==> src/rtl/sample_pkg.sv <==
// Shared definitions for the sampled-matrix read-side address generators.
// Latency: n/a (types, constants and pure functions only).
// Backpressure: n/a.
package sample_pkg;

    localparam int NBAR   = 8;
    // Wide enough for the largest loop bound (1343).
    localparam int LOOP_W = 11;

    localparam logic [2:0] MODE_S  = 3'b000;  // S/S'  row-major
    localparam logic [2:0] MODE_EP = 3'b001;  // E'    8x8
    localparam logic [2:0] MODE_E  = 3'b010;  // E     column-major
    localparam logic [2:0] MODE_B  = 3'b100;  // B     linear
    localparam logic [2:0] MODE_BP = 3'b101;  // B'    paired halves

    typedef enum logic [1:0] {
        ST_IDLE  = 2'd0,
        ST_RUN   = 2'd1,
        ST_DRAIN = 2'd2,
        ST_DONE  = 2'd3
    } state_t;

    // Outer loop bound n-1 for a security level; 0 for the illegal level.
    function automatic logic [LOOP_W-1:0] level_loop(input logic [1:0] level);
        case (level)
            2'b01:   return 11'd1343;
            2'b10:   return 11'd975;
            2'b11:   return 11'd639;
            default: return 11'd0;
        endcase
    endfunction

    function automatic logic mode_legal(input logic [2:0] mode);
        case (mode)
            MODE_S, MODE_EP, MODE_E, MODE_B, MODE_BP: return 1'b1;
            default:                                  return 1'b0;
        endcase
    endfunction

endpackage

==> src/rtl/sample_rd_lat_pipe.sv <==
// Tracks {valid, last} alongside memory read latency; synchronous flush clears it.
// Latency: exactly RD_LAT cycles from vld_i/last_i to vld_o/last_o.
// Backpressure: none; every entry emerges RD_LAT cycles later unless flushed.
// Ports: clk, rstn (async active-low); vld_i/last_i issue tag in; flush_i clears;
//        vld_o/last_o delayed tag; pend_o = a valid entry still sits before the output stage.
module sample_rd_lat_pipe #(
    parameter int RD_LAT = 1
) (
    input  logic clk,
    input  logic rstn,
    input  logic vld_i,
    input  logic last_i,
    input  logic flush_i,
    output logic vld_o,
    output logic last_o,
    output logic pend_o
);

    logic [RD_LAT-1:0] vld_q;
    logic [RD_LAT-1:0] last_q;

    always_ff @(posedge clk or negedge rstn) begin
        if (!rstn) begin
            vld_q  <= '0;
            last_q <= '0;
        end else if (flush_i) begin
            vld_q  <= '0;
            last_q <= '0;
        end else begin
            vld_q[0]  <= vld_i;
            last_q[0] <= last_i & vld_i;
            for (int i = 1; i < RD_LAT; i++) begin
                vld_q[i]  <= vld_q[i-1];
                last_q[i] <= last_q[i-1];
            end
        end
    end

    assign vld_o  = vld_q[RD_LAT-1];
    assign last_o = last_q[RD_LAT-1];

    // The output stage is excluded: once only it is valid, the pipe is empty
    // on the following cycle.
    always_comb begin
        pend_o = 1'b0;
        for (int i = 0; i < RD_LAT - 1; i++) begin
            pend_o = pend_o | vld_q[i];
        end
    end

endmodule

==> src/rtl/sample_rd_agu.sv <==
// Read-side AGU: walks the sampled-matrix buffer (addr, bias) in MAC-consumption order.
// Latency: rd_en/rd_addr/rd_bias in the issue cycle; dout_valid/dout_last RD_LAT cycles later.
// Backpressure: take=0 stalls issue; nothing can stall returned data after issue.
// Ports: clk, rstn; start/abort/mode/level/take in; rd_en, rd_addr, rd_bias,
//        dout_valid, dout_last, busy, done, err out.
module sample_rd_agu
    import sample_pkg::*;
#(
    parameter int RD_LAT = 1,
    parameter int AW     = 12
) (
    input  logic          clk,
    input  logic          rstn,
    input  logic          start,
    input  logic          abort,
    input  logic [2:0]    mode,
    input  logic [1:0]    level,
    input  logic          take,
    output logic          rd_en,
    output logic [AW-1:0] rd_addr,
    output logic [2:0]    rd_bias,
    output logic          dout_valid,
    output logic          dout_last,
    output logic          busy,
    output logic          done,
    output logic          err
);

    state_t        state_q;
    logic [2:0]    mode_q;
    logic [1:0]    level_q;
    logic [AW-1:0] addr_q, addr_d;
    logic [2:0]    bias_q, bias_d;
    logic          done_q, err_q;
    logic [AW-1:0] loop_a;
    logic          at_end;
    logic          issue;
    logic          pend;

    assign loop_a = AW'(level_loop(level_q));
    assign issue  = (state_q == ST_RUN) && take && !abort;

    // Final index tuple of the latched traversal.
    always_comb begin
        at_end = 1'b1;
        case (mode_q)
            MODE_S, MODE_E: at_end = (addr_q == loop_a) && (bias_q == 3'd7);
            MODE_EP:        at_end = (addr_q == AW'(NBAR - 1)) && (bias_q == 3'd7);
            MODE_B:         at_end = (addr_q == loop_a);
            MODE_BP:        at_end = (addr_q[AW-1:1] == loop_a[AW-2:0]) && (bias_q == 3'd7);
            default:        at_end = 1'b1;
        endcase
    end

    // Inner-to-outer carry for each traversal order.
    always_comb begin
        addr_d = addr_q;
        bias_d = bias_q;
        case (mode_q)
            MODE_S, MODE_EP: begin
                if (bias_q == 3'd7) begin
                    bias_d = 3'd0;
                    addr_d = addr_q + AW'(1);
                end else begin
                    bias_d = bias_q + 3'd1;
                end
            end
            MODE_E: begin
                if (addr_q == loop_a) begin
                    addr_d = '0;
                    bias_d = bias_q + 3'd1;
                end else begin
                    addr_d = addr_q + AW'(1);
                end
            end
            MODE_B: addr_d = addr_q + AW'(1);
            MODE_BP: begin
                // bias[0] innermost, then the even address, then bias[2:1].
                if (!bias_q[0]) begin
                    bias_d[0] = 1'b1;
                end else begin
                    bias_d[0] = 1'b0;
                    if (addr_q[AW-1:1] == loop_a[AW-2:0]) begin
                        addr_d      = '0;
                        bias_d[2:1] = bias_q[2:1] + 2'd1;
                    end else begin
                        addr_d = addr_q + AW'(2);
                    end
                end
            end
            default: ;
        endcase
    end

    always_ff @(posedge clk or negedge rstn) begin
        if (!rstn) begin
            state_q <= ST_IDLE;
            mode_q  <= MODE_S;
            level_q <= 2'b00;
            addr_q  <= '0;
            bias_q  <= '0;
            done_q  <= 1'b0;
            err_q   <= 1'b0;
        end else begin
            done_q <= 1'b0;
            err_q  <= 1'b0;
            if (abort) begin
                state_q <= ST_IDLE;
                addr_q  <= '0;
                bias_q  <= '0;
            end else begin
                case (state_q)
                    ST_IDLE: begin
                        if (start) begin
                            if ((level == 2'b00) || !mode_legal(mode)) begin
                                err_q <= 1'b1;
                            end else begin
                                mode_q  <= mode;
                                level_q <= level;
                                addr_q  <= '0;
                                bias_q  <= '0;
                                state_q <= ST_RUN;
                            end
                        end
                    end
                    ST_RUN: begin
                        if (take) begin
                            // The final tuple is held, not wrapped.
                            if (at_end) begin
                                state_q <= ST_DRAIN;
                            end else begin
                                addr_q <= addr_d;
                                bias_q <= bias_d;
                            end
                        end
                    end
                    ST_DRAIN: begin
                        if (!pend) begin
                            state_q <= ST_DONE;
                            done_q  <= 1'b1;
                        end
                    end
                    ST_DONE: state_q <= ST_IDLE;
                    default: state_q <= ST_IDLE;
                endcase
            end
        end
    end

    sample_rd_lat_pipe #(.RD_LAT(RD_LAT)) u_lat_pipe (
        .clk     (clk),
        .rstn    (rstn),
        .vld_i   (issue),
        .last_i  (at_end),
        .flush_i (abort),
        .vld_o   (dout_valid),
        .last_o  (dout_last),
        .pend_o  (pend)
    );

    assign rd_en   = issue;
    assign rd_addr = addr_q;
    assign rd_bias = bias_q;
    assign busy    = (state_q != ST_IDLE);
    assign done    = done_q;
    assign err     = err_q;

endmodule

==> config.mk <==
export PLATFORM = sky130hd
export DESIGN_NAME = sample_rd_agu
export DESIGN_NICKNAME = d
export VERILOG_FILES = /design/src/rtl/sample_pkg.sv /design/src/rtl/sample_rd_lat_pipe.sv /design/src/rtl/sample_rd_agu.sv
export SDC_FILE = /design/constraint.sdc
export NUM_CORES = 1
export LEC_CHECK = 0
export CAP_MARGIN = 20
export CORE_ASPECT_RATIO = 2
export CORE_MARGIN = 4
export CORE_UTILIZATION = 55
export CTS_CLUSTER_DIAMETER = 30
export DETAILED_ROUTE_END_ITERATION = 8
export MAX_ROUTING_LAYER = met4
export PLACE_DENSITY = 0.8
export SLEW_MARGIN = 20
export SYNTH_ARGS = -nofsm -noshare
export SYNTH_HDL_FRONTEND = slang
export SYNTH_SLANG_ARGS = --single-unit
==> constraint.sdc <==
create_clock -name clk -period 3.2 [get_ports clk]
set_clock_uncertainty 0.2 [all_clocks]
set_input_delay 0.48 -clock clk [delete_from_list [all_inputs] [get_ports clk]]
set_output_delay 0.48 -clock clk [all_outputs]
set_load 0.005 [all_outputs]
==> results of run 1 <==
## layout by cell type, fill, tap and decap left out, drive strengths merged, types with 3 or more instances in the layout
master / instances
and3: 6
o2111ai: 4
nor3: 7
xnor2: 3
o211ai: 3
nand2: 28
or2: 4
nor2: 20
o21ai: 19
ha: 11
nand4: 3
nor3b: 4
mux2: 7
dfrtp: 26
buf: 8
o22ai: 5
and2: 6
nor4b: 3
clkbuf: 3
nand2b: 7
nand3: 4
clkdlybuf4s50: 30
inv: 8
and3b: 3
a31oi: 6
a21oi: 16
## how the worst max path moves through the flow
stage | startpoint | end | cells after the start
2_1_floorplan | level_q[0]$_DFFE_PN0P_ | rd_addr[0]$_DFFE_PN0P_ | 9
3_3_place_gp | level_q[0]$_DFFE_PN0P_ | rd_bias[2]$_DFFE_PN0P_ | 9
3_5_place_dp | level_q[0]$_DFFE_PN0P_ | rd_bias[2]$_DFFE_PN0P_ | 9
4_1_cts | level_q[0]$_DFFE_PN0P_ | rd_bias[2]$_DFFE_PN0P_ | 9
5_1_grt | level_q[0]$_DFFE_PN0P_ | rd_addr[10]$_DFFE_PN0P_ | 9
6_report | level_q[0]$_DFFE_PN0P_ | rd_bias[2]$_DFFE_PN0P_ | 9
## through the flow
step	total power, mW	hold slack (ps)	util	cells	worst slack (ps)
after floorplan	1.220	-15.59	-	250	539.1
after global placement	1.416	346.6	0.6521	326	352.0
after detailed placement	1.431	382.1	0.6521	326	289.2
after CTS	1.715	372.1	0.6704	330	275.2
after global routing	1.847	378.8	0.6727	330	17.69
final	1.736	349.5	0.6727	330	189.1
## layer usage
metal  wire length, µm  vias up  part of all wire
met5                 0        -                 0
met4               314        0             0.052
met3               263       29             0.043
met2              3357       87              0.55
met1              2135      957              0.35
li1                  -      980                 -
## state kept, by name (all words and copies together) (netlist names)
signal             cells
done                   1
err                    1
level_q                2
mode_q                 3
rd_addr               12
rd_bias                3
state_q                2
u_lat_pipe.last_o      1
u_lat_pipe.vld_o       1
## where the power goes
part | switching, mW | total [mW] | internal [mW]
Sequential | 0.114 | 0.501 | 0.387
Combinational | 0.521 | 0.951 | 0.430
Clock | 0.117 | 0.285 | 0.168
## layout make-up
type                    instances  area [µm²]  share of cell area
multi-input cells             203        1436              0.5498
flip-flops and latches         26       650.6              0.2490
repair buffers                 38       360.3              0.1379
well taps                      51       63.81             0.02443
clock buffers                   3       41.29             0.01580
clock inverters                 1       30.03             0.01149
inverters                       8       30.03             0.01149
## worst max-delay path, cell delays in order, from the launching register on
cell and delay [ps]:
dfrtp_1 480, inv_1 100, ha_1 260, or3b_2 450, a21oi_1 290, o2111ai_1 220
a311oi_2 460, o21ai_0 150, o21ai_0 190, o41ai_1 100
## kinds of logic after synthesis
kind of cell,after synthesis
buf+inv,21
fa+ha+maj,11
flops,26
simple gates,104
xor+xnor,5
compound gates,75
mux,8
==> impl_metrics.tcl, run 1 <==
set metrics [dict create \
    worst_pin_slew_ps 504.8 \
    fin_tns_setup_ps 0 \
    globalRouteOverflowTotal 0 \
    grt_pass1_vias 2133 \
    fin_nets 301 \
    grt_max_degree 27 \
    synth_compound_area_frac 0.2580 \
    area_growth_syn_to_layout_pct 17.37 \
    slew_headroom 0.6628 \
    start_util 0.5731 \
    clk_pin_slew_worst_paths_ps 100 \
    num_vias 2053 \
    post_cts_buffers 0 \
    synth_top_area_frac 0.2923 \
    cts_tree "done" \
    timing.rr.start "level_q[0]$_DFFE_PN0P_" \
    power.density_nw_per_um2 664.7 \
    cts_max_path_buffers 2 \
    antennaDiodeCount 0 \
    syn_nets 271 \
    synth_mux_area_frac 0.04328 \
    ys_seq_area_frac 0.2923 \
    period_needed_ps 3011 \
    ys.flop_type "dfrtp_1" \
    synth_seq_cells 26 \
    viasPerCell 6.221 \
    synthDistinctLibCells 67 \
    worstPathRequired_ps 3170 \
    drc_errors 0 \
    use_met1 0.2644 \
    ys_top_cells_by_area "dfrtp_1 29%, ha_1 6.2%, nand2_1 4.7%" \
    ant_nets 0 \
    dieArea_um2 5191 \
    postLayoutCellArea_um2 2613 \
    worstRegToRegCells 9 \
    synth-adder-area-share 0.06183 \
    grt_use_total 0.2587 \
    fp.dieH_um 97.97 \
    r2r_slack_ps 190 \
    crit_type "reg2reg" \
    clock_latency_ps 290 \
    timing.fmax_ghz 0.3321 \
    hold_path.class "in2async" \
    gr-max-usage-layer "met2" \
    worstPathArrival_ps 2980 \
    ctsHtreeMaxLevel 1 \
    fillers 351 \
    setup_viol 0 \
    cts_inserted_buffers 3 \
    crit_fanout 8 \
    gp_congestion 0.9778 \
    end_kind "register" \
    syn_inst 250 \
    ys.warnings.count 0 \
    met3_usage 0.02137 \
    core-area_um2 3884 \
    synth-edff-count 0 \
    die_w_um 52.99 \
    place.port_buffers 30 \
    drt_pass1_iterations 4 \
    yosysTopAreaCell "dfrtp_1" \
    slew_viol_final 0 \
    synth_common_cells "28 x nand2_1, 26 x dfrtp_1, 19 x nor2_1, 17 x o21ai_0, 16 x a21oi_1" \
    grt_use_met2 0.4636 \
    hpwlAfterDp_um 4720 \
    finalWirelength_um 6070 \
    placed_area_um2 2532 \
    vdd_drop_max_mv 0.5125 \
    cts_root_buf "clkbuf_8" \
    yosysMostFrequentCell "nand2_1" \
    max_cap_viol_count 0 \
    synth_xor_area_frac 0.01967 \
    synth_top_family_by_area "simple AND/OR/NAND/NOR gates" \
    drt_first_iter_violations 98 \
    grt_pass1_wl_um 9949 \
    finalHoldViolCount 0 \
    p_leak_nw 1.098 \
    finalCritPeriodShare 0.9409 \
    wl_per_cell_um 18.39 \
    synth_area_um2 2226 \
    io_pins 31 \
    yosys.area_share.simple 0.2586 \
    cts.repair.resized 0 \
    start_kind "register" \
    num_rows 32 \
    r2r_end "rd_bias[2]$_DFFE_PN0P_" \
    drive_gt1_frac 0.1756 \
    async_flop_share 1.000 \
    avgSynthCellArea_um2 8.904 \
    clock_sinks 26 \
    grt_setup_unrepaired "no" \
    outcome "finished clean" \
    cts-hold-fix-buffers 0 \
    antenna_found_initial 0 \
]
No activity file was read; power rests on OpenSTA's default activity.
==> inputs of run 2 (changes only) <==
--- a/config.mk
+++ b/config.mk
@@ -5,14 +5,16 @@
 export SDC_FILE = /design/constraint.sdc
 export NUM_CORES = 1
 export LEC_CHECK = 0
+export ABC_AREA = 1
+export ABC_CLOCK_PERIOD_IN_PS = 3200
 export CAP_MARGIN = 20
 export CORE_ASPECT_RATIO = 2
 export CORE_MARGIN = 4
-export CORE_UTILIZATION = 55
+export CORE_UTILIZATION = 57
 export CTS_CLUSTER_DIAMETER = 30
 export DETAILED_ROUTE_END_ITERATION = 8
 export MAX_ROUTING_LAYER = met4
-export PLACE_DENSITY = 0.8
+export PLACE_DENSITY = 0.81
 export SLEW_MARGIN = 20
 export SYNTH_ARGS = -nofsm -noshare
 export SYNTH_HDL_FRONTEND = slang
==> impl_metrics.tcl, run 2 <==
set metrics [dict create \
    p_switching_uw 973.4 \
    combinationalPowerShare 0.596 \
    drt_pass1_iterations 4 \
    start_util 0.5828 \
    final_common_cell "nand2_1" \
    cts.repair.resized 0 \
    period_needed_ps 2741 \
    worst_pin_slew_ps 536.1 \
    grt_max_degree 27 \
    ys.warnings.count 0 \
    yosysTopAreaCell "dfrtp_1" \
    io_pins 31 \
    slew_headroom 0.6416 \
    fp.dieH_um 102.2 \
    finalHoldViolCount 0 \
    endpoint "rd_en" \
    ant_nets 0 \
    p_leak_nw 1.460 \
    viasPerCell 5.607 \
    synth-edff-count 0 \
    startpoint "state_q[1]$_DFFE_PN0P_" \
    finalWirelength_um 7648 \
    ys_top_cells_by_area "dfrtp_1 26%, nand2_1 22%, nand3_1 7.5%" \
    vdd_drop_max_mv 0.4632 \
    path_buf_inv 4 \
    cts_max_path_buffers 2 \
    seqPwrFrac 0.257 \
    ys.flop_type "dfrtp_1" \
    globalRouteOverflowTotal 0 \
    clk_pin_slew_worst_paths_ps 90 \
    crit_type "reg2out" \
    syn_inst 413 \
    ys_seq_area_frac 0.2573 \
    cts_inserted_buffers 3 \
    worstPathRequired_ps 2520 \
    hold_path.startpoint "state_q[1]$_DFFE_PN0P_" \
    placed_area_um2 2825 \
    r2r_slack_ps 470 \
    synth_top_area_frac 0.2573 \
    yosysMostFrequentCell "nand2_1" \
    synthDistinctLibCells 28 \
    syn_nets 434 \
    synth_common_cells "145 x nand2_1, 38 x nand3_1, 35 x nor2_1, 32 x inv_1, 26 x dfrtp_1" \
    start_kind "register" \
    wl_per_cell_um 15.64 \
    avgSynthCellArea_um2 6.123 \
    gp_congestion 0.9803 \
    post_cts_buffers 0 \
    path_depth 7 \
    hold_path.class "reg2reg" \
    antenna_found_initial 0 \
    worstRegToRegCells 15 \
    grt_setup_unrepaired "no" \
    r2r_end "rd_addr[11]$_DFFE_PN0P_" \
    dieArea_um2 5630 \
    timing.rr.start "level_q[0]$_DFFE_PN0P_" \
    grt_pass1_vias 2643 \
    fillers 405 \
    cts_root_buf "clkbuf_8" \
    synth_seq_cells 26 \
    ctsHtreeMaxLevel 1 \
    drive_gt1_frac 0.07816 \
    grt_use_total 0.3073 \
    num_vias 2742 \
    crit_top_cell "inv_1" \
    crit_fanout 8 \
    clock_sinks 26 \
    slew_viol_final 0 \
    end_kind "primary output" \
    crit_slowest_cell "clkdlybuf4s50_1" \
    cts-hold-fix-buffers 0 \
    synth_area_um2 2529 \
    async_flop_share 1.000 \
    grt_pass1_wl_um 12160 \
    area_growth_syn_to_layout_pct 14.55 \
    power.density_nw_per_um2 665.7 \
    outcome "finished clean" \
    setup_viol 0 \
    internal_power_uw 954.7 \
    die_w_um 55.10 \
    cts_tree "done" \
    p_sw_frac 0.5048 \
    finalPower_mw 1.928 \
    final_cell_mix "145 x nand2_1, 38 x nand3_1, 35 x nor2_1" \
    postLayoutCellArea_um2 2897 \
    largest_reg_flops 12 \
    antennaDiodeCount 0 \
    drt_first_iter_violations 95 \
    clock_latency_ps 290 \
    timing.fmax_ghz 0.3649 \
    num_rows 34 \
    worstPathArrival_ps 2060 \
    finalCritPeriodShare 0.8564 \
    max_cap_viol_count 0 \
    crit_chain "inv_1, ha_1, inv_1, nor2_2, inv_2, nor2_1, clkdlybuf4s50_1" \
    hpwlAfterDp_um 5850 \
    fin_tns_setup_ps 0 \
    max_stage_delay_ps 520 \
    core-area_um2 4339 \
    drc_errors 0 \
    fin_nets 457 \
    path_delay_family "buffers and inverters" \
    place.port_buffers 30 \
    pwr-share-clk 0.147 \
]
-- run 2: area by class of cell --
class,instances,area [µm²],area share
clock inverters,1,30.03,0.01037
clock buffers,3,41.29,0.01425
flip-flops and latches,26,650.6,0.2246
repair buffers,36,345.3,0.1192
well taps,54,67.56,0.02333
multi-input cells,319,1572,0.5425
inverters,50,190.2,0.06566
-- run 2: worst min-delay path by stage --
stage / slack (ps) / to / cells after the start
after floorplan: -20 / done$_DFF_PN0_ / 0
after CTS: 330 / state_q[1]$_DFFE_PN0P_ / 2
after global routing: 380 / rd_bias[0]$_DFFE_PN0P_ / 2
after detailed placement: 310 / state_q[1]$_DFFE_PN0P_ / 2
after global placement: 300 / state_q[1]$_DFFE_PN0P_ / 2
final: 330 / state_q[1]$_DFFE_PN0P_ / 2
-- run 2: routing by layer --
layer | vias up | wire, µm | global-route usage
li1 | 1356 | - | -
met1 | 1261 | 2721 | 0.3205
met2 | 88 | 4148 | 0.5246
met3 | 37 | 317 | 0.02482
met4 | 0 | 461 | 0.1966
met5 | - | 0 | -
-- run 2: power by group through the flow --
| stage | clock (mW) | combinational (mW) | sequential, mW |
|---|---|---|---|
| floorplan | 0 | 0.815 | 0.476 |
| global placement | 0 | 1.11 | 0.495 |
| detailed placement | 0 | 1.13 | 0.498 |
| CTS | 0.285 | 1.13 | 0.492 |
| global route | 0.297 | 1.31 | 0.507 |
| finish | 0.283 | 1.15 | 0.495 |
-- run 2: tightest hold or removal path: stages, from the launching register on --
cell and delay [ps]:
dfrtp_1 380, nand2_1 60, o21ai_0 60
-- run 2: logic make-up (layout without fill, tap and decap cells) --
kind of cell               after synthesis  in the layout  synth area share
AOI/OAI and AO/OA                       36             36           0.07472
xor gates and xnor gates                17             17           0.05888
adders and majority gates               11             11           0.05443
buffers and inverters                   68             90            0.1212
DFF                                     26             26            0.2573
and+or+nand+nor                        255            255            0.4335
-- run 2: stage by stage --
step	setup slack (ps)	instances	utilization	hold slack, ps
after global placement	499.1	485	0.6511	295.7
final	459.4	489	0.6675	328.9
after CTS	471.9	489	0.6675	330.0
after floorplan	960.2	413	-	-15.59
after detailed placement	473.1	485	0.6511	305.9
after global routing	159.7	489	0.6675	383.8
==> inputs of run 3 (changes only) <==
--- a/config.mk
+++ b/config.mk
@@ -10,11 +10,12 @@
 export CAP_MARGIN = 20
 export CORE_ASPECT_RATIO = 2
 export CORE_MARGIN = 4
-export CORE_UTILIZATION = 57
+export CORE_UTILIZATION = 58
+export CTS_BUF_LIST = sky130_fd_sc_hd__clkbuf_2
 export CTS_CLUSTER_DIAMETER = 30
 export DETAILED_ROUTE_END_ITERATION = 8
 export MAX_ROUTING_LAYER = met4
-export PLACE_DENSITY = 0.81
+export PLACE_DENSITY = 0.83
 export SLEW_MARGIN = 20
 export SYNTH_ARGS = -nofsm -noshare
 export SYNTH_HDL_FRONTEND = slang
==> impl_metrics.tcl, run 3 (synthesis gave the netlist of run 2 again) <==
set metrics [dict create \
    grt_use_total 0.3066 \
    grt_pass1_vias 2778 \
    place.port_buffers 30 \
    gp_congestion 1.022 \
    viasPerCell 5.652 \
    worstPathArrival_ps 2090 \
    core-area_um2 4170 \
    timing.fmax_ghz 0.3605 \
    worst_pin_slew_ps 521.0 \
    hold_path.class "in2async" \
    clock_sinks 26 \
    cts_tree "done" \
    globalRouteOverflowTotal 0 \
    period_needed_ps 2774 \
    seqPwrFrac 0.278 \
    drt_first_iter_violations 81 \
    combinationalPowerShare 0.649 \
    ant_nets 0 \
    end_kind "primary output" \
    worstPathRequired_ps 2520 \
    final_common_cell "nand2_1" \
    p_leak_nw 1.433 \
    fin_tns_setup_ps 0 \
    post_cts_buffers 0 \
    die_w_um 54.69 \
    crit_type "reg2out" \
    start_kind "register" \
    area_growth_syn_to_layout_pct 12.07 \
    p_sw_frac 0.5413 \
    p_switching_uw 962.3 \
    cts-hold-fix-buffers 0 \
    outcome "finished clean" \
    dieArea_um2 5544 \
    finalWirelength_um 7466 \
    hpwlAfterDp_um 5707 \
    fp.dieH_um 101.4 \
    num_vias 2747 \
    fin_nets 456 \
    drive_gt1_frac 0.07373 \
    crit_fanout 7 \
    grt_setup_unrepaired "no" \
    pwr-share-clk 0.073 \
    vdd_drop_max_mv 0.4956 \
    max_cap_viol_count 0 \
    ctsHtreeMaxLevel 1 \
    finalCritPeriodShare 0.8669 \
    post-route-util 0.6796 \
    grt_pass1_wl_um 12250 \
    final_cell_mix "145 x nand2_1, 38 x nand3_1, 35 x nor2_1" \
    start_util 0.6064 \
    clock_latency_ps 380 \
    slew_headroom 0.6517 \
    io_pins 31 \
    postLayoutCellArea_um2 2834 \
    slew_viol_final 0 \
    wl_per_cell_um 15.36 \
    cts_root_buf "clkbuf_2" \
    setup_viol 0 \
    finalHoldViolCount 0 \
    clk_pin_slew_worst_paths_ps 260 \
    power.density_nw_per_um2 627.3 \
    post-place-ws_ps 524.5 \
    cts_max_path_buffers 2 \
    internal_power_uw 815.5 \
    placed_area_um2 2815 \
    drc_errors 0 \
    num_rows 33 \
    grt_max_degree 27 \
    antennaDiodeCount 0 \
    drt_pass1_iterations 5 \
    cts.repair.resized 0 \
    antenna_found_initial 0 \
    timing.final.ws_setup_ps 426.0 \
    cts_inserted_buffers 3 \
    largest_reg_flops 12 \
]
-- run 3: power by group through the flow --
| stage | sequential (mW) | combinational (mW) | clock, mW |
|---|---|---|---|
| 4_1_cts | 0.492 | 1.14 | 0.136 |
| 5_1_grt | 0.505 | 1.30 | 0.146 |
| 6_report | 0.494 | 1.15 | 0.130 |
| 3_3_place_gp | 0.495 | 1.11 | 0 |
| 3_5_place_dp | 0.498 | 1.13 | 0 |
| 2_1_floorplan | 0.476 | 0.815 | 0 |
-- run 3: cell type report --
| class | instances | area [µm²] |
|---|---|---|
| Multi-Input combinational cell | 319 | 1572 |
| Fill cell | 416 | 1336 |
| Sequential cell | 26 | 650.6 |
| Timing Repair Buffer | 35 | 337.8 |
| Inverter | 50 | 190.2 |
| Tap cell | 52 | 65.06 |
| Clock buffer | 3 | 15.01 |
| Clock inverter | 1 | 3.754 |
-- run 3: per-layer routing --
metal / share of wire / GRT usage / vias to the layer above
met2: 0.53 / 0.5192 / 112
met3: 0.047 / 0.04271 / 34
met5: 0 / - / -
li1: - / - / 1357
met4: 0.060 / 0.2054 / 0
met1: 0.36 / 0.3055 / 1244
-- run 3: path summary, 6_finish.rpt --
path | startpoint | end | slack (ps) | depth (start not counted)
min in group clk | state_q[0]$_DFFE_PN0P_ | state_q[0]$_DFFE_PN0P_ | 370 | 2
min reg2reg | state_q[0]$_DFFE_PN0P_ | state_q[0]$_DFFE_PN0P_ | 370 | 2
max | state_q[1]$_DFFE_PN0P_ | rd_en | 430 | 7
max in group asynchronous | rstn | done$_DFF_PN0_ | 2270 | 2
min | rstn | rd_bias[0]$_DFFE_PN0P_ | 230 | 2
max reg2reg | level_q[0]$_DFFE_PN0P_ | rd_addr[5]$_DFFE_PN0P_ | 480 | 15
-- run 3: worst max-delay path, cell delays in order, from the launching register on --
cell	delay, ps
dfrtp_1	450
inv_1	80
ha_1	170
inv_1	60
nor2_2	260
inv_2	70
nor2_1	120
clkdlybuf4s50_1	520
-- run 3: per-stage QoR --
stage	hold WS [ps]	instances	power, mW
finish	234.2	486	1.778
global placement	295.2	482	1.601
detailed placement	327.6	482	1.631
CTS	227.7	486	1.767
floorplan	-15.59	413	1.290
global route	252.6	486	1.955
==> RTL change 1, RTL diff (flow settings as in run 2) <==
Change the parameter `AW` from 12 to 10.
--- a/src/rtl/sample_rd_agu.sv
+++ b/src/rtl/sample_rd_agu.sv
@@ -8,5 +8,5 @@
 #(
     parameter int RD_LAT = 1,
-    parameter int AW     = 12
+    parameter int AW     = 10
 ) (
     input  logic          clk,
Ports: changed (resized rd_addr); port bits go from 31 to 29. The function was not compared with the original's and may differ.
==> RTL change 1 against run 2 <==
The run now ends with hold timing left; area after synthesis fell by 8.0%; cell count fell by 13%; sequential power fell by 0.8%; sequential cell count fell by 2; setup slack got worse by 0.012 ns; hold slack got worse by 0.36 ns; global-route usage fell by 4.2 points; cell area fell by 7.3%; routed wire length fell by 22%; power rose by 4.9%; largest cell class unchanged.
==> RTL change 1: results (changes against run 2) <==
p_sw_share_pct: 50.1  # -0.40 points
violations: "hold timing"
synth_commonest_cells: "nand2_1 (103), nor2_1 (35), dfrtp_1 (24), nand3_1 (24), inv_1 (22)"
dp_slack_ns: 0.452  # -0.0214 ns
endpoint: "rd_en"
grt_pass1_vias: 2392  # -9.5%
routabilityCongestion: 0.979  # -0.18%
insertion_delay_ns: 0.28
place_hpwl_mm: 4.75  # -19%
synth_area_leaders: "dfrtp_1 (26%), nand2_1 (17%), ha_1 (5.9%)"
grt_pass1_wl_mm: 10.4  # -15%
synthArstFlopShare_pct: 100  # unchanged
syn_inst: 351  # -15%
placedCellCount: 421  # -13%
grt_max_degree: 25  # -7.4%
crit_fanout: 11  # +3
largest_reg_flops: 10  # -2
initialDrtViolationCount: 81  # -15%
r2r_setup_slack_ns: 0.53  # +0.06 ns
clk_path_buf_depth: 2  # unchanged
final_nets: 396  # -13%
layout_min_cycle_time_ns: 2.75  # +0.0119 ns
cts_buffers: 3  # unchanged
worstMarginPinSlew_ns: 0.570  # +0.0341 ns
path_class: "in -> out"
crit_arrival_ns: 2.07
worst_r2r_path_depth: 14  # -1
final_cells: 425  # -13%
hold_violations: 24  # +24
clkTransAtPathRegs_ns: 0.09  # about the same
io_buffers: 28  # -6.7%
peakVddDrop_uv: 756  # +63%
dr.pass1.iters: 4  # unchanged
reg2reg_from: "level_q[0]"
track_usage_pct: 26.6  # -4.2 points
r2r-end: "rd_bias[1]"
hp-class: "in -> async"
yosysSeqAreaShare_pct: 25.8  # +0.090 points
leakage_nw: 1.24  # -15%
drive_gt1_share_pct: 14.2  # +6.4 points
cp-startpoint: "abort"
holdWs_ns: -0.0283  # -0.357 ns
totalWireLength_mm: 5.96  # -22%
vias: 2319  # -15%
ys_types: 34  # +21%
status: "finished with violations"
antenna_found_initial: 0  # unchanged
synth_nets: 372  # -14%
## RTL change 1: cells by family after synthesis
kind of cell               after synthesis  synth area share, %
AOI/OAI and AO/OA                       32                 7.53
xor gates and xnor gates                16                 6.83
adders and majority gates               11                 5.92
buffers and inverters                   52                 9.68
DFF                                     24                 25.8
and+or+nand+nor                        216                 44.2
## RTL change 1: worst min-delay path by stage
stage / end / cells past startpoint
after floorplan: done / 0
after global placement: state_q[1] / 2
after detailed placement: state_q[1] / 2
after CTS: state_q[1] / 2
after global routing: err / 1
final: err / 1
## RTL change 1: worst max-delay path, cell delays in order
cell,delay (ns)
clkdlybuf4s50_1,0.50
nor2_4,0.27
inv_2,0.16
nor2_1,0.14
clkdlybuf4s50_1,0.52
## RTL change 1: per-stage QoR
step / utilization [%] / total power, mW / area, um^2
after global routing: 69.1 / 2.23 / 2680
after floorplan: - / 1.42 / 2330
after detailed placement: 67.4 / 1.75 / 2620
after CTS: 69.2 / 2.02 / 2690
after global placement: 67.4 / 1.73 / 2620
final: 69.1 / 2.02 / 2680
## RTL change 1: power groups by stage
stage | clock network (mW) | registers, mW | logic, mW
final | 0.273 | 0.491 | 1.26
after global routing | 0.289 | 0.503 | 1.43
after CTS | 0.274 | 0.490 | 1.26
after detailed placement | 0 | 0.496 | 1.25
after global placement | 0 | 0.493 | 1.23
after floorplan | 0 | 0.455 | 0.970
## RTL change 1: per-layer routing
layer	part of all wire (%)	track usage, %	vias up
li1	-	-	1168
met3	3.4	2.44	30
met1	37	28.4	1044
met4	6.4	17.3	0
met5	0	-	-
met2	53	44.4	77
## RTL change 1: final cells by class
type,count,area (um^2)
multi-input combinational,275,1500
inverter,40,150
clock inverter,1,30.0
fill,366,1200
sequential,24,601
timing repair buffer,31,298
tap,51,63.8
clock buffer,3,41.3
==> RTL change 2, RTL diff (config.mk and constraints of run 2) <==
Without the edit above. The 4 states of `state_t` get a one-hot encoding in 4 bits.
--- a/src/rtl/sample_pkg.sv
+++ b/src/rtl/sample_pkg.sv
@@ -14,9 +14,9 @@
     localparam logic [2:0] MODE_BP = 3'b101;  // B'    paired halves
 
-    typedef enum logic [1:0] {
-        ST_IDLE  = 2'd0,
-        ST_RUN   = 2'd1,
-        ST_DRAIN = 2'd2,
-        ST_DONE  = 2'd3
+    typedef enum logic [3:0] {
+        ST_IDLE  = 4'b0001,
+        ST_RUN   = 4'b0010,
+        ST_DRAIN = 4'b0100,
+        ST_DONE  = 4'b1000
     } state_t;
 
Behaviour: same outputs for any inputs over 10 cycles, from zero or initial values and one cycle with rstn low; not proved beyond that.
==> RTL change 2 against run 2 <==
Power fell by 37%; via count fell by 4.1%; routed wire length fell by 9.1%; cell area fell by 1.4%; non-clock buffer count fell by 1; area after synthesis fell by 1.4%; global-route usage fell by 2.1 points; register-to-register slack got worse by 0.03 ns; die area fell by 1.3%; setup slack got worse by 0.023 ns; sequential cell count rose by 2; largest power group unchanged.
==> RTL change 2: results (changes against run 2) <==
synth_commonest_cells: "nand2_1 (129), nor2_1 (42), inv_1 (35)"
htree_levels: 1  # unchanged
grt_max_degree: 29  # +7.4%
peakVddDrop_uv: 373  # -20%
use_met3_pct: 2.65  # +0.17 points
r2r_setup_slack_ns: 0.44  # -0.03 ns
diodes: 0  # unchanged
hp-class: "reg -> reg"
post_cts_resized: 0  # unchanged
dr.pass1.iters: 5  # +1
io_buffers: 30  # unchanged
clkTransAtPathRegs_ns: 0.10
root_buffer: "clkbuf_8"
synth_area_leaders: "dfrtp_1 (27%), nand2_1 (19%), nor2_1 (6.3%)"
cts_setup_buffers: 0  # unchanged
grt_pass1_wl_mm: 11.5  # -5.7%
clk_path_buf_depth: 2  # unchanged
min-delay-start: "state_q[0]"
synth_ff_type: "dfrtp_1"
crit_family: "simple AND/OR/NAND/NOR gates"
critical-path-max-stage-delay_ns: 0.46  # -0.06 ns
wl_per_cell_um: 14.8  # -5.2%
synthArstFlopShare_pct: 100  # unchanged
hold_end: "state_q[0]"
grt_pass1_vias: 2484  # -6.0%
worst_r2r_path_depth: 15  # unchanged
holdPathStages: 2  # unchanged
hold_violations: 0  # unchanged
initialDrtViolationCount: 127  # +34%
dpl_cell_area_um2: 2800  # -0.89%
ys_types: 34  # +21%
place_hpwl_mm: 5.35  # -8.6%
yosysSeqAreaShare_pct: 28.2  # +2.4 points
insertion_delay_ns: 0.28
final_nets: 436  # -4.6%
relSlewSlack_pct: 67.1  # +3.0 points
crit_fanout: 11  # +3
crit_arrival_ns: 2.78  # +0.72 ns
synth_nets: 411  # -5.3%
leakage_nw: 1.42  # -2.9%
cpMaxStageDelayCell: "dfrtp_1"
grt_use_met1_pct: 32.3  # +0.28 points
ys_warn_count: 0  # unchanged
r2r-end: "rd_addr[10]"
largest_reg_flops: 12  # unchanged
routabilityCongestion: 0.995  # +1.5%
track_usage_pct: 28.7  # -2.1 points
use_met2_pct: 48.2  # -4.3 points
status: "completed"
cts_buffers: 3  # unchanged
vias: 2630  # -4.1%
antenna_found_initial: 0  # unchanged
drive_gt1_share_pct: 10.6  # +2.7 points
reg2reg_from: "level_q[0]"
[RTL change 2: changes by cell type after synthesis, sizes merged, moves of 3 or more]
| cell | before | now |
|---|---|---|
| ha | 11 | 8 |
| xor2 | 15 | 8 |
| o21ai | 14 | 18 |
| nor2 | 38 | 50 |
| nand2 | 146 | 135 |
| nand3 | 40 | 28 |
| inv | 50 | 45 |
[RTL change 2: cell type report]
type,instances,area (um^2)
fill,392,1320
timing repair buffer,35,338
clock buffer,4,55.1
sequential,28,702
tap,52,65.1
multi-input combinational,305,1530
inverter,45,169
[RTL change 2: cells by family after synthesis]
family	Yosys count	share of synthesized area, %
and+or+nand+nor	245	44.3
xor gates and xnor gates	10	3.51
adders and majority gates	8	4.02
buffers and inverters	60	10.6
AOI/OAI and AO/OA	42	9.44
DFF	28	28.2
[RTL change 2: worst max-delay path by stage]
stage	start	slack, ns	end	depth (start not counted)
6_report	level_q[0]	0.44	rd_addr[10]	15
2_1_floorplan	level_q[0]	0.98	rd_addr[1]	16
3_3_place_gp	level_q[0]	0.54	rd_addr[3]	15
5_1_grt	level_q[0]	0.21	rd_addr[9]	15
3_5_place_dp	level_q[0]	0.49	rd_addr[10]	15
4_1_cts	level_q[0]	0.45	rd_addr[10]	15
[RTL change 2: worst min-delay path: stages (launching register included)]
cell and delay [ns]:
dfstp_2 0.40, nand2_1 0.06, nand2_1 0.05
[RTL change 2: per-stage QoR]
step	utilization (%)	instances	setup slack, ns	hold slack [ns]	power (mW)
2_1_floorplan	-	393	0.984	-0.0156	0.841
3_3_place_gp	67.1	465	0.543	0.272	0.983
3_5_place_dp	67.1	465	0.485	0.286	0.992
4_1_cts	68.5	469	0.450	0.301	1.22
5_1_grt	68.5	469	0.209	0.340	1.30
6_report	68.5	469	0.436	0.295	1.22
[RTL change 2: per-layer routing]
metal / wire (um) / vias up / part of all wire (%)
met3: 354 / 29 / 5.1
met2: 3740 / 116 / 54
met5: 0 / - / 0
met4: 257 / 0 / 3.7
met1: 2600 / 1174 / 37
li1: - / 1311 / -
[RTL change 2: power by group]
part / switching, mW / total [mW] / leakage (nW) / internal (mW)
Sequential: 0.0354 / 0.419 / 0.371 / 0.384
Combinational: 0.390 / 0.575 / 1.02 / 0.185
Clock: 0.112 / 0.222 / 0.0288 / 0.110
Total: 0.538 / 1.22 / 1.42 / 0.679
